==> config.mk <==
export PLATFORM = sky130hd
export DESIGN_NAME = seg_scan_display
export DESIGN_NICKNAME = d
export VERILOG_FILES = /design/src/rtl/seg_scan_display.sv
export SDC_FILE = /design/constraint.sdc
export NUM_CORES = 1
export LEC_CHECK = 0
export ABC_AREA = 1
export CAP_MARGIN = 10
export CORE_ASPECT_RATIO = 0.5
export CORE_MARGIN = 1
export CORE_UTILIZATION = 60
export CTS_CLUSTER_DIAMETER = 60
export CTS_CLUSTER_SIZE = 16
export DETAILED_ROUTE_END_ITERATION = 10
export PLACE_DENSITY_LB_ADDON = 0.05
export SYNTH_ARGS = -nofsm -noshare
export SYNTH_HDL_FRONTEND = slang
export SYNTH_SLANG_ARGS = --single-unit
==> constraint.sdc <==
create_clock -name clk -period 2.8 [get_ports clk]
set_input_delay 0.42 -clock clk [delete_from_list [all_inputs] [get_ports clk]]
set_output_delay 0.42 -clock clk [all_outputs]
set_load 0.02 [all_outputs]
==> src/rtl/seg_scan_display.sv <==
// Multiplexed common-anode 7-segment driver with per-digit value buffer and prescaled scan.
// Optional leading-zero blanking is compiled in when SEG_LZB_EN is defined.
module seg_scan_display #(
   parameter int N_DIGITS = 6,
   parameter int SCAN_DIV = 50000,
   parameter int HEX_MODE = 0
) (
   input  logic                clk,
   input  logic                reset_n,
   input  logic                wr_en,
   input  logic [2:0]          wr_idx,
   input  logic [3:0]          wr_data,
   input  logic [N_DIGITS-1:0] dp_mask,
   output logic [N_DIGITS-1:0] sel,
   output logic [7:0]          dig,
   output logic                frame_tick
);

   localparam int CW = (SCAN_DIV > 1) ? $clog2(SCAN_DIV) : 1;

   logic [CW-1:0]       pre_cnt;
   logic                slot_tick;
   logic [2:0]          scan_idx;
   logic [2:0]          nxt_idx;
   logic [3:0]          digit_buf [N_DIGITS];
   logic [3:0]          nxt_code;
   logic                nxt_dp;
   logic                nxt_blank;
   logic [N_DIGITS-1:0] lz_blank;
   logic                zero_run;

   function automatic logic [6:0] decode(input logic [3:0] code);
      logic [6:0] seg;
      case (code)
         4'h0: seg = 7'h40;
         4'h1: seg = 7'h79;
         4'h2: seg = 7'h24;
         4'h3: seg = 7'h30;
         4'h4: seg = 7'h19;
         4'h5: seg = 7'h12;
         4'h6: seg = 7'h02;
         4'h7: seg = 7'h78;
         4'h8: seg = 7'h00;
         4'h9: seg = 7'h10;
         4'hA: seg = 7'h08;
         4'hB: seg = 7'h03;
         4'hC: seg = 7'h46;
         4'hD: seg = 7'h21;
         4'hE: seg = 7'h06;
         4'hF: seg = 7'h0E;
         default: seg = 7'h7F;
      endcase
      if (HEX_MODE == 0 && code > 4'd9) seg = 7'h7F;
      return seg;
   endfunction

   assign slot_tick = (pre_cnt == CW'(SCAN_DIV - 1));
   assign nxt_idx   = (scan_idx == 3'(N_DIGITS - 1)) ? 3'd0 : scan_idx + 3'd1;

   // A digit blanks when it and every digit to its left hold zero; digit 0 always shows.
   always_comb begin
      zero_run = 1'b1;
      lz_blank = '0;
`ifdef SEG_LZB_EN
      for (int k = N_DIGITS - 1; k >= 0; k--) begin
         zero_run    = zero_run && (digit_buf[k] == 4'd0);
         lz_blank[k] = zero_run && (k != 0);
      end
`endif
   end

   always_comb begin
      nxt_code  = '0;
      nxt_dp    = 1'b0;
      nxt_blank = 1'b0;
      for (int k = 0; k < N_DIGITS; k++) begin
         if (nxt_idx == 3'(k)) begin
            nxt_code  = digit_buf[k];
            nxt_dp    = dp_mask[k];
            nxt_blank = lz_blank[k];
         end
      end
   end

   always_ff @(posedge clk or negedge reset_n) begin
      if (!reset_n) begin
         pre_cnt <= '0;
      end else if (slot_tick) begin
         pre_cnt <= '0;
      end else begin
         pre_cnt <= pre_cnt + CW'(1);
      end
   end

   // Select and segments load together on the slot edge so no digit shows another's pattern.
   always_ff @(posedge clk or negedge reset_n) begin
      if (!reset_n) begin
         scan_idx   <= 3'(N_DIGITS - 1);
         sel        <= '1;
         dig        <= 8'hFF;
         frame_tick <= 1'b0;
      end else begin
         frame_tick <= slot_tick && (nxt_idx == 3'd0);
         if (slot_tick) begin
            scan_idx <= nxt_idx;
            sel      <= ~(N_DIGITS'(1) << nxt_idx);
            dig      <= {~nxt_dp, nxt_blank ? 7'h7F : decode(nxt_code)};
         end
      end
   end

   // Write port: fire-and-forget strobe, no ready; one value accepted per cycle when wr_en is
   // high, and indices beyond the last digit simply match no buffer entry.
   always_ff @(posedge clk or negedge reset_n) begin
      if (!reset_n) begin
         for (int k = 0; k < N_DIGITS; k++) digit_buf[k] <= '0;
      end else if (wr_en) begin
         for (int k = 0; k < N_DIGITS; k++) begin
            if (wr_idx == 3'(k)) digit_buf[k] <= wr_data;
         end
      end
   end

endmodule
Word level (Yosys, flattened, before mapping)
Memories as Yosys holds them, arrays and structs flattened.
Cells that the tools add are included.
{ "totals": {"ff_bits": 58, "mem_count": 1, "out_inout_bits": 15, "romBits": 112, "input_bits": 16} }
{ "classes": {"n_reduce_logical": 9, "n_shift": 1, "add_sub_neg": 2, "order_cmp": 1, "eq_ne": 12, "bitwise_logic": 2, "muxes": 15} }
{ "memory_table": {"columns": ["memory", "words", "word_bits", "read_ports", "rd_clocked_by_memory_dff", "wr", "line", "rtl"], "rows": [
  ["(no name shown)", 16, 7, 1, 0, 0, "34", "case (code)"]
]} }
{ "op_table": {"columns": ["cell", "count"], "rows": [
  ["4-bit 2-to-1 mux", 6],
  ["16-bit by 1-bit adder with 16-bit output (second input constant)", 1],
  ["16-bit == test (second input constant)", 1],
  ["16-bit 2-to-1 mux", 1],
  ["3-bit == test (second input constant)", 5],
  ["3-bit by 2-bit == test with 1-bit output (second input constant)", 4],
  ["2-bit AND reduction", 6],
  ["7-bit 2-to-1 mux", 1],
  ["3-bit by 1-bit == test with 1-bit output (second input constant)", 2],
  ["3-bit logical NOT", 2],
  ["1-bit 2-to-1 mux", 6],
  ["6-bit inverter", 1],
  ["1-bit by 3-bit left shift with 6-bit output (first input constant)", 1],
  ["4-bit greater-than comparator (second input constant)", 1],
  ["3-bit by 1-bit adder with 3-bit output (second input constant)", 1],
  ["3-bit 2-to-1 mux", 1],
  ["1-bit logical AND", 1],
  ["1-bit inverter", 1]
]} }

Depth between registers and ports, before layout
Gate-level depths: netlist of the first run.
{ "depth": {"word_depth": 11, "mapped_depth": 15, "depth_no_buf": 14} }

Worst setup path before layout of the first run
OpenSTA, ideal clock, no wires.
{ "synth_timing": {"path_type": "register -> register", "startpoint": "register scan_idx[2]", "endpoint": "register dig[0]", "required_ns": 2.724, "t_arrival_ns": 1.733, "stages_incl_launch_ff": 15, "synth_period_minus_slack_ns": 1.808, "path_buffers": 0, "path_slack_ns": 0.992, "setup_ns": 0.076, "path_cell_list": "dfstp_2 inv_2 nand3_2 inv_1 nand2_1 nand4_2 nor2_4 inv_1 ha_1 inv_1 nand3_1 nand2_1 nand2_1 nor2_1 nor2_1"} }
{ "synth_via": {"elab_chain_len": 11, "elab_cells_between_ends": 18, "cone_classes": "add/sub: 1; order compare: 1; eq/ne: 6; mux: 8; reduce/logical: 1; memory: 1"} }
{ "synth_lines": {"columns": ["item", "line", "rtl"], "rows": [
  ["start: declaration", "23", "logic [2:0] scan_idx;"],
  ["start signal: assignment", "98", "scan_idx <= 3'(N_DIGITS - 1);"],
  ["start signal: assignment", "105", "scan_idx <= nxt_idx;"],
  ["3-bit by 1-bit adder with 3-bit output / 3-bit == test (equally long branches)", "58", "assign nxt_idx = (scan_idx == 3'(N_DIGITS - 1)) ? 3'd0 : scan_idx + 3'd1;"],
  ["3-bit 2-to-1 mux (*)", "58", null],
  ["3-bit logical NOT", "77", "if (nxt_idx == 3'(k)) begin"],
  ["4-bit 2-to-1 mux (5 in a row)", "77", null],
  ["4-bit 2-to-1 mux (*)", "77", null],
  ["memory read 16 x 7 bit / 4-bit greater-than comparator (equally long branches)", null, null],
  ["7-bit 2-to-1 mux (*)", "53", "if (HEX_MODE == 0 && code > 4'd9) seg = 7'h7F;"],
  ["end signal: assignment", "107", "dig <= {~nxt_dp, nxt_blank ? 7'h7F : decode(nxt_code)};"],
  ["end: declaration", "15", "output logic [7:0] dig,"]
]} }
Every way passes the cells marked *; elsewhere a longest branch is shown, timed or not.
A chain may end at the register's enable or synchronous reset.

Worst setup path in the final report of the first run
Ends and elaborated chain as after synthesis.

==> impl_metrics.sql, run 1 <==
INSERT INTO impl_metrics (metric_group, metric, value, unit) VALUES
('outcome', 'run_status', 'completed', ''),
('power', 'netSwitchingFraction', '26.8', '%'),
('floorplanning', 'die_area', '5150', 'um2'),
('setup_path', 'cp_data_required_time', '3.07', 'ns'),
('floorplanning', 'floorplan.rows', '17', ''),
('cts', 'clockRootBuffer', 'clkbuf_8', ''),
('sta', 'slew_headroom', '38.0', '%'),
('sta', 'finalSetupViolations', '0', ''),
('synthesis', 'synthesis.yosys.warnings', '0', ''),
('power', 'switchingPower', '0.000548', 'W'),
('final_layout', 'finish.net_count', '418', ''),
('setup_path', 'startpoint', 'scan_idx[2]', ''),
('cts', 'tritoncts_clock_tree', 'done', ''),
('synthesis', 'synth.yosys.seq_area_share', '50.5', '%'),
('synthesis', 'syn_area_per_cell', '8.13', 'um2'),
('worst_hold_path', 'timing.hold.worst.class', 'primary input to asynchronous set/reset pin', ''),
('setup_path', 'slowest_delay', '0.62', 'ns'),
('global_route', 'globalRoute.totalOverflow', '0', ''),
('setup_path', 'r2r-end', 'dig[0]', ''),
('sta', 'postLayoutSetupSlackWorst', '0.814', 'ns'),
('floorplanning', 'initial_cell_density_of_the_core', '64.3', '%'),
('setup_path', 'ff2ff_setup_slack', '0.81', 'ns'),
('cts', 'cts_max_path_buffers', '2', ''),
('final_layout', 'n_antenna_cell', '0', ''),
('synthesis', 'synthArstFlopShare', '100', '%'),
('cts', 'clock_sinks', '58', ''),
('setup_path', 'critical_path.top_delay_family', 'simple AND/OR/NAND/NOR gates', ''),
('sta', 'post-route-period-util', '70.9', '%'),
('final_layout', 'final.fill_count', '349', ''),
('sta', 'final_max_slew_viol_count', '0', ''),
('setup_path', 'critPathMaxFanout', '7', ''),
('global_route', 'grt_pass1_vias', '2267', ''),
('power', 'power_frac_clock', '41.2', '%'),
('global_route', 'grt_antenna_before_repair', '0', ''),
('placed_design', 'preCtsSetupSlack', '0.824', 'ns'),
('setup_path', 'timing.critical_path.slowest_stage_cell', 'dfstp_2', ''),
('cts', 'postCtsResizedCells', '0', ''),
('floorplanning', 'floorplan.die.width', '101', 'um'),
('detailed_routing', 'drt.antenna.violating_nets', '0', ''),
('cts', 'cts_post_setup_buffers_inserted', '0', ''),
('final_layout', 'flow.area_growth_from_synthesis', '20.1', '%'),
('cts', 'htree_num_levels', '3', ''),
('power', 'p_leak', '1.70', 'nW'),
('power', 'power', '0.00205', 'W'),
('placed_design', 'numPortBuffers', '30', ''),
('global_route', 'grt_max_degree', '43', ''),
('power', 'internal-power', '0.00150', 'W'),
('setup_path', 'path_type_of_the_worst_setup_path', 'flip-flop to flip-flop', ''),
('placed_design', 'gp_congestion', '0.908', ''),
('power', 'proportion_of_power_drawn_by_combinational_gates', '12.2', '%'),
('sta', 'totalNegativeSetupSlack', '0', 'ns'),
('synthesis', 'ys_seq_elements', '58', ''),
('synthesis', 'ys_dominant_reg_cell', 'dfrtp_1', ''),
('final_layout', 'post_route_cells_drive_above_1_share', '14.9', '%'),
('setup_path', 'worst_ep_arrival_time', '2.26', 'ns'),
('setup_path', 'crit_path_start_kind', 'flip-flop', ''),
('power', 'max-vdd-ir-drop', '0.000429', 'V'),
('floorplanning', 'fp.dieH', '51.3', 'um'),
('floorplanning', 'pin_count', '31', ''),
('global_route', 'grt_first_pass_wirelength', '10.6', 'mm'),
('flow_run', 'drv.max_cap_violation_count', '0', ''),
('power', 'p_seq_share', '46.6', '%'),
('global_route', 'global_route.usage.total', '27.9', '%'),
('cts', 'cts-buffers-inserted', '9', ''),
('placed_design', 'number_of_placed_instances_with_taps_included', '452', ''),
('sta', 'grt_setup_unrepaired', 'no', ''),
('detailed_routing', 'detail_route.first_pass.iterations', '4', ''),
('setup_path', 'cp_cell_sequence', 'inv_2 > nand3_2 > inv_1 > nand2_1 > nand4_2 > nor2_4 > inv_1 > ha_1 > inv_1 > nand3_1 > nand2_1 > nand2_1 > nor2_1 > nor2_1', ''),
('synthesis', 'synth_edf_count', '0', ''),
('detailed_routing', 'drt_iter0_markers', '87', ''),
('sta', 'max_freq', '503', 'MHz');
## power groups by stage
stage	combinational (W)	sequential (W)	clock, W
5_1_grt	0.000289	0.000958	0.000897
3_5_place_dp	0.000248	0.000964	0
3_3_place_gp	0.000240	0.000962	0
4_1_cts	0.000250	0.000950	0.000858
6_report	0.000249	0.000953	0.000844
2_1_floorplan	0.000172	0.000943	0
## kinds of logic after synthesis
family	share of synthesized area (%)
AND/OR/NAND/NOR	30.5
flip-flops	50.5
buffers and inverters	6.96
AO/OA/AOI/OAI	8.08
XOR/XNOR	1.80
adder cells (fa/ha/maj)	2.15
## cell usage in the layout, fill, tap and decap left out, types with 2 or more instances in the layout
cell type	instances
clkinvlp_4	2
nand4_1	7
clkinv_2	2
bufinv_16	2
inv_1	41
o21ai_0	31
a21oi_1	6
nand3b_1	2
nor2_4	2
nand3_1	22
dfrtp_1	42
o22ai_1	2
buf_4	2
ha_1	5
nor2_1	42
nand4_2	2
clkbuf_8	9
xor2_1	5
inv_4	2
nor2_2	6
dfstp_2	16
inv_2	3
nand2_2	4
nand2_1	99
clkdlybuf4s50_1	29
nor3_1	2
## stage by stage
step                      hold WS [ns]  area [um2]  utilization, %
after detailed placement         0.457        3280            72.4
after global routing             0.278        3500            77.2
after global placement           0.445        3280            72.4
after CTS                        0.237        3500            77.2
final                            0.206        3500            77.2
after floorplan                  0.124        2910               -
## worst reg2reg max path: stages, from the launching register on
cell and delay [ns]:
dfstp_2 0.62, inv_2 0.08, nand3_2 0.10, inv_1 0.08
nand2_1 0.07, nand4_2 0.12, nor2_4 0.18, inv_1 0.08
ha_1 0.20, inv_1 0.08, nand3_1 0.07, nand2_1 0.06
nand2_1 0.04, nor2_1 0.09, nor2_1 0.05
## synthesized netlist by cell type, types with 5 or more instances
| cell | count | area share [%] |
|---|---|---|
| nor2_2 | 6 | 1.3 |
| dfrtp_1 | 42 | 36 |
| nand2_1 | 99 | 13 |
| nand4_1 | 7 | 1.5 |
| o21ai_0 | 31 | 5.3 |
| inv_1 | 41 | 5.3 |
| nor2_1 | 42 | 5.4 |
| nand3_1 | 22 | 3.8 |
| dfstp_2 | 16 | 14 |
| a21oi_1 | 6 | 1.0 |
| xor2_1 | 5 | 1.5 |
| ha_1 | 5 | 2.1 |
## worst max path at each step
| stage | endpoint | slack [ns] | cells after the start |
|---|---|---|---|
| finish | dig[0] | 0.81 | 14 |
| global route | dig[6] | 0.56 | 10 |
| CTS | dig[0] | 0.82 | 14 |
| detailed placement | dig[0] | 0.82 | 14 |
| global placement | dig[0] | 0.89 | 14 |
| floorplan | dig[0] | 0.99 | 14 |
## layer usage
layer  vias up  global-route usage (%)  part of all wire (%)
met1      1172                    36.5                    47
met5         -                       0                     0
li1       1215                       -                     -
met2        74                    44.9                    47
met3         6                    7.93                   5.5
met4         0                    10.1                  0.66
## layout make-up
cell class	count	area, um2	area share (%)
Clock inverter	7	93.8	2.68
Sequential cell	58	1470	42.1
Inverter	46	178	5.08
Tap cell	66	82.6	2.36
Multi-Input combinational cell	250	1240	35.4
Timing Repair Buffer	32	310	8.87
Clock buffer	9	124	3.54
## sequential cells by signal (all words and copies together) (netlist names)
name and flops:
dig 8, scan_idx 3, pre_cnt 16, sel 6
digit_buf 24, frame_tick 1
No activity file was read; power rests on OpenSTA's default activity.
==> run 2: changes to the inputs <==
--- a/config.mk
+++ b/config.mk
@@ -9,7 +9,7 @@
 export CAP_MARGIN = 10
 export CORE_ASPECT_RATIO = 0.5
 export CORE_MARGIN = 1
-export CORE_UTILIZATION = 60
+export CORE_UTILIZATION = 51
 export CTS_CLUSTER_DIAMETER = 60
 export CTS_CLUSTER_SIZE = 16
 export DETAILED_ROUTE_END_ITERATION = 10
==> constraint.sdc (replaced) <==
create_clock -name clk -period 1.8 [get_ports clk]
set_input_delay 0.27 -clock clk [delete_from_list [all_inputs] [get_ports clk]]
set_output_delay 0.27 -clock clk [all_outputs]
set_load 0.02 [all_outputs]
==> run 2 against run 1 <==
Against the previous run:
- the run now ends with negative setup slack left
- critical endpoint is now dig[3]
- sequential power up 56%
- largest cell class unchanged
- largest power group is now the clock network
- fmax increased by 5.4%
- total power grew 73%
==> impl_metrics.sql, run 2 (synthesis results as in run 1) <==
INSERT INTO impl_metrics (metric_group, metric, value, unit) VALUES
('outcome', 'run_status', 'finished with violations', ''),
('outcome', 'violated_checks', 'negative setup slack', ''),
('sta', 'final_max_slew_viol_count', '0', ''),
('sta', 'slew_headroom', '67.6', '%'),
('cts', 'clock_sinks', '58', ''),
('sta', 'postLayoutSetupSlackWorst', '-0.0843', 'ns'),
('setup_path', 'worst_ep_arrival_time', '2.14', 'ns'),
('placed_design', 'preCtsSetupSlack', '-0.107', 'ns'),
('sta', 'whs', '0.464', 'ns'),
('detailed_routing', 'wl_per_cell', '14.2', 'um'),
('detailed_routing', 'remaining_drc_errors', '0', ''),
('setup_path', 'ff2ff_setup_slack', '-0.08', 'ns'),
('floorplanning', 'floorplan.core_area', '5490', 'um2'),
('placed_design', 'gp_congestion', '0.890', ''),
('cts', 'worst_skew_pair.late_latency', '0.33', 'ns'),
('worst_hold_path', 'min_delay_path_depth', '2', ''),
('global_route', 'grt_first_pass_wirelength', '11.8', 'mm'),
('setup_path', 'path_type_of_the_worst_setup_path', 'flip-flop to flip-flop', ''),
('cts', 'htree_num_levels', '3', ''),
('cts', 'clockRootBuffer', 'clkbuf_16', ''),
('power', 'netSwitchingFraction', '25.4', '%'),
('setup_path', 'end_kind', 'flip-flop', ''),
('sta', 'max_freq', '531', 'MHz'),
('sta', 'post-route-period-util', '105', '%'),
('final_layout', 'finish.net_count', '450', ''),
('detailed_routing', 'drt_iter0_markers', '167', ''),
('cts', 'cts_max_path_buffers', '2', ''),
('power', 'p_leak', '1.93', 'nW'),
('power', 'powerDensity', '897', 'nW/um2'),
('final_layout', 'finish.cell_count_without_fillers', '507', ''),
('floorplanning', 'pin_count', '31', ''),
('floorplanning', 'floorplan.die.width', '109', 'um'),
('setup_path', 'critPathMaxFanout', '7', ''),
('setup_path', 'r2r-end', 'dig[3]', ''),
('global_route', 'grt_max_degree', '59', ''),
('power', 'power_frac_clock', '44.8', '%'),
('detailed_routing', 'total_routed_wirelength', '7.18', 'mm'),
('setup_path', 'crit_path_start_kind', 'flip-flop', ''),
('final_layout', 'reg.largest.list', 'digit_buf x24, pre_cnt x16, dig x8', ''),
('placed_design', 'numPortBuffers', '30', ''),
('cts', 'tritoncts_clock_tree', 'done', ''),
('detailed_routing', 'routed_via_density', '5.30', ''),
('final_layout', 'post_route_cells_drive_above_1_share', '26.7', '%'),
('cts', 'cts-buffers-inserted', '9', ''),
('sta', 'worst_slew_pin_slew', '0.481', 'ns'),
('power', 'internal-power', '0.00264', 'W'),
('setup_path', 'crit-reg2reg-launch', 'scan_idx[2]', ''),
('sta', 'finalWorstPathRequiredPeriod', '1.88', 'ns'),
('flow_run', 'drv.max_cap_violation_count', '0', ''),
('placed_design', 'dp_hpwl', '4.90', 'mm'),
('placed_design', 'number_of_placed_instances_with_taps_included', '480', ''),
('final_layout', 'mostFrequentLayoutCell', 'nand2_1', ''),
('detailed_routing', 'detail_route.first_pass.iterations', '5', ''),
('sta', 'worst_clock_skew', '0.00578', 'ns'),
('power', 'p_seq_share', '42.0', '%'),
('global_route', 'global_route.usage.total', '26.4', '%'),
('final_layout', 'max_flop_register', 'digit_buf', ''),
('worst_hold_path', 'whs_endpoint', 'dig[2]', ''),
('global_route', 'globalRoute.totalOverflow', '0', ''),
('floorplanning', 'initial_cell_density_of_the_core', '53.0', '%'),
('floorplanning', 'die_area', '6030', 'um2'),
('sta', 'grt_setup_unrepaired', 'yes', ''),
('sta', 'finalSetupViolations', '6', ''),
('final_layout', 'n_antenna_cell', '0', ''),
('detailed_routing', 'met1_length', '3.18', 'mm'),
('power', 'proportion_of_power_drawn_by_combinational_gates', '13.2', '%'),
('worst_hold_path', 'timing.hold.worst.class', 'flip-flop to flip-flop', ''),
('detailed_routing', 'drt.antenna.violating_nets', '0', ''),
('final_layout', 'largest_register_ff_count', '24', ''),
('final_layout', 'flow.area_growth_from_synthesis', '35.5', '%'),
('setup_path', 'worst-r2r-cell-count', '12', ''),
('final_layout', 'highest_count_cells_in_the_layout_ignoring_fill_and_taps', 'nand2_1, dfrtp_1, nor2_1', ''),
('power', 'max-vdd-ir-drop', '0.000722', 'V'),
('floorplanning', 'fp.dieH', '55.4', 'um'),
('floorplanning', 'floorplan.rows', '19', ''),
('detailed_routing', 'wl_met2', '3.39', 'mm'),
('detailed_routing', 'wl_met3', '400', 'um'),
('setup_path', 'cp_data_required_time', '2.05', 'ns'),
('global_route', 'grt_pass1_vias', '2550', ''),
('detailed_routing', 'via_count', '2686', ''),
('power', 'switchingPower', '0.000900', 'W'),
('worst_hold_path', 'hold_path_startpoint', 'dig[2]', ''),
('global_route', 'grt_antenna_before_repair', '0', ''),
('final_layout', 'final.fill_count', '422', ''),
('detailed_routing', 'dr.max_layer_used', 'met4', ''),
('cts', 'cts.clk_slew.worst_paths', '0.05', 'ns'),
('sta', 'final_hold_viol_count', '0', '');
==> run 2: through the flow <==
step / TNS [ns] / total power (W) / utilization [%] / cell area (um2)
4_1_cts: -0.159 / 0.00354 / 70.6 / 3880
3_5_place_dp: -0.309 / 0.00192 / 63.2 / 3470
2_1_floorplan: 0 / 0.00174 / - / 2920
5_1_grt: -1.25 / 0.00370 / 71.8 / 3940
6_report: -0.377 / 0.00354 / 71.8 / 3940
3_3_place_gp: -0.0787 / 0.00189 / 63.2 / 3470
==> run 2: how the worst max path moves through the flow <==
stage	from	to	slack [ns]	cells after the start
CTS	scan_idx[2]	dig[0]	-0.06	12
floorplan	scan_idx[0]	dig[0]	0.001	15
detailed placement	scan_idx[2]	dig[0]	-0.11	14
global route	scan_idx[2]	dig[3]	-0.23	12
global placement	scan_idx[2]	dig[0]	-0.03	14
finish	scan_idx[2]	dig[3]	-0.08	12
==> run 2: what timing repair did <==
item | in CTS | in global routing
setup buffers | 7 | 3
pin swaps | 9 | 6
endpoints found under the hold margin | 42 | 0
gates resized for setup | 20 | 14
setup endpoints to repair | 7 | 19
hold buffers | 1 | 0
==> run 2: cell type report <==
class | count | area (um2) | share of cell area, %
clock buffer | 14 | 274 | 6.95
multi-input combinational | 250 | 1350 | 34.2
clock inverter | 2 | 10.0 | 0.254
timing repair buffer | 64 | 569 | 14.4
inverter | 46 | 180 | 4.57
sequential | 58 | 1470 | 37.3
tap | 73 | 91.3 | 2.32
==> run 2: worst max-delay path, stage by stage, from the launching register on <==
cell	delay, ns
dfstp_2	0.64
inv_4	0.07
nand3_4	0.08
inv_2	0.05
nand2_2	0.07
nand4_4	0.11
nor2_4	0.17
inv_2	0.06
ha_1	0.27
nand3_1	0.08
nand2_1	0.07
nor2_1	0.04
nor2_1	0.10
==> run 2: power by group through the flow <==
| stage | Combinational (W) | Sequential (W) | Clock, W |
|---|---|---|---|
| floorplan | 0.000271 | 0.00147 | 0 |
| global placement | 0.000398 | 0.00149 | 0 |
| detailed placement | 0.000416 | 0.00150 | 0 |
| CTS | 0.000445 | 0.00148 | 0.00161 |
| global route | 0.000524 | 0.00150 | 0.00168 |
| finish | 0.000467 | 0.00149 | 0.00159 |
==> run 2: routing by layer <==
layer / GRT usage (%) / vias up
met5: 0 / -
met3: 8.62 / 22
met1: 33.1 / 1272
met4: 13.1 / 0
li1: - / 1288
met2: 41.0 / 104
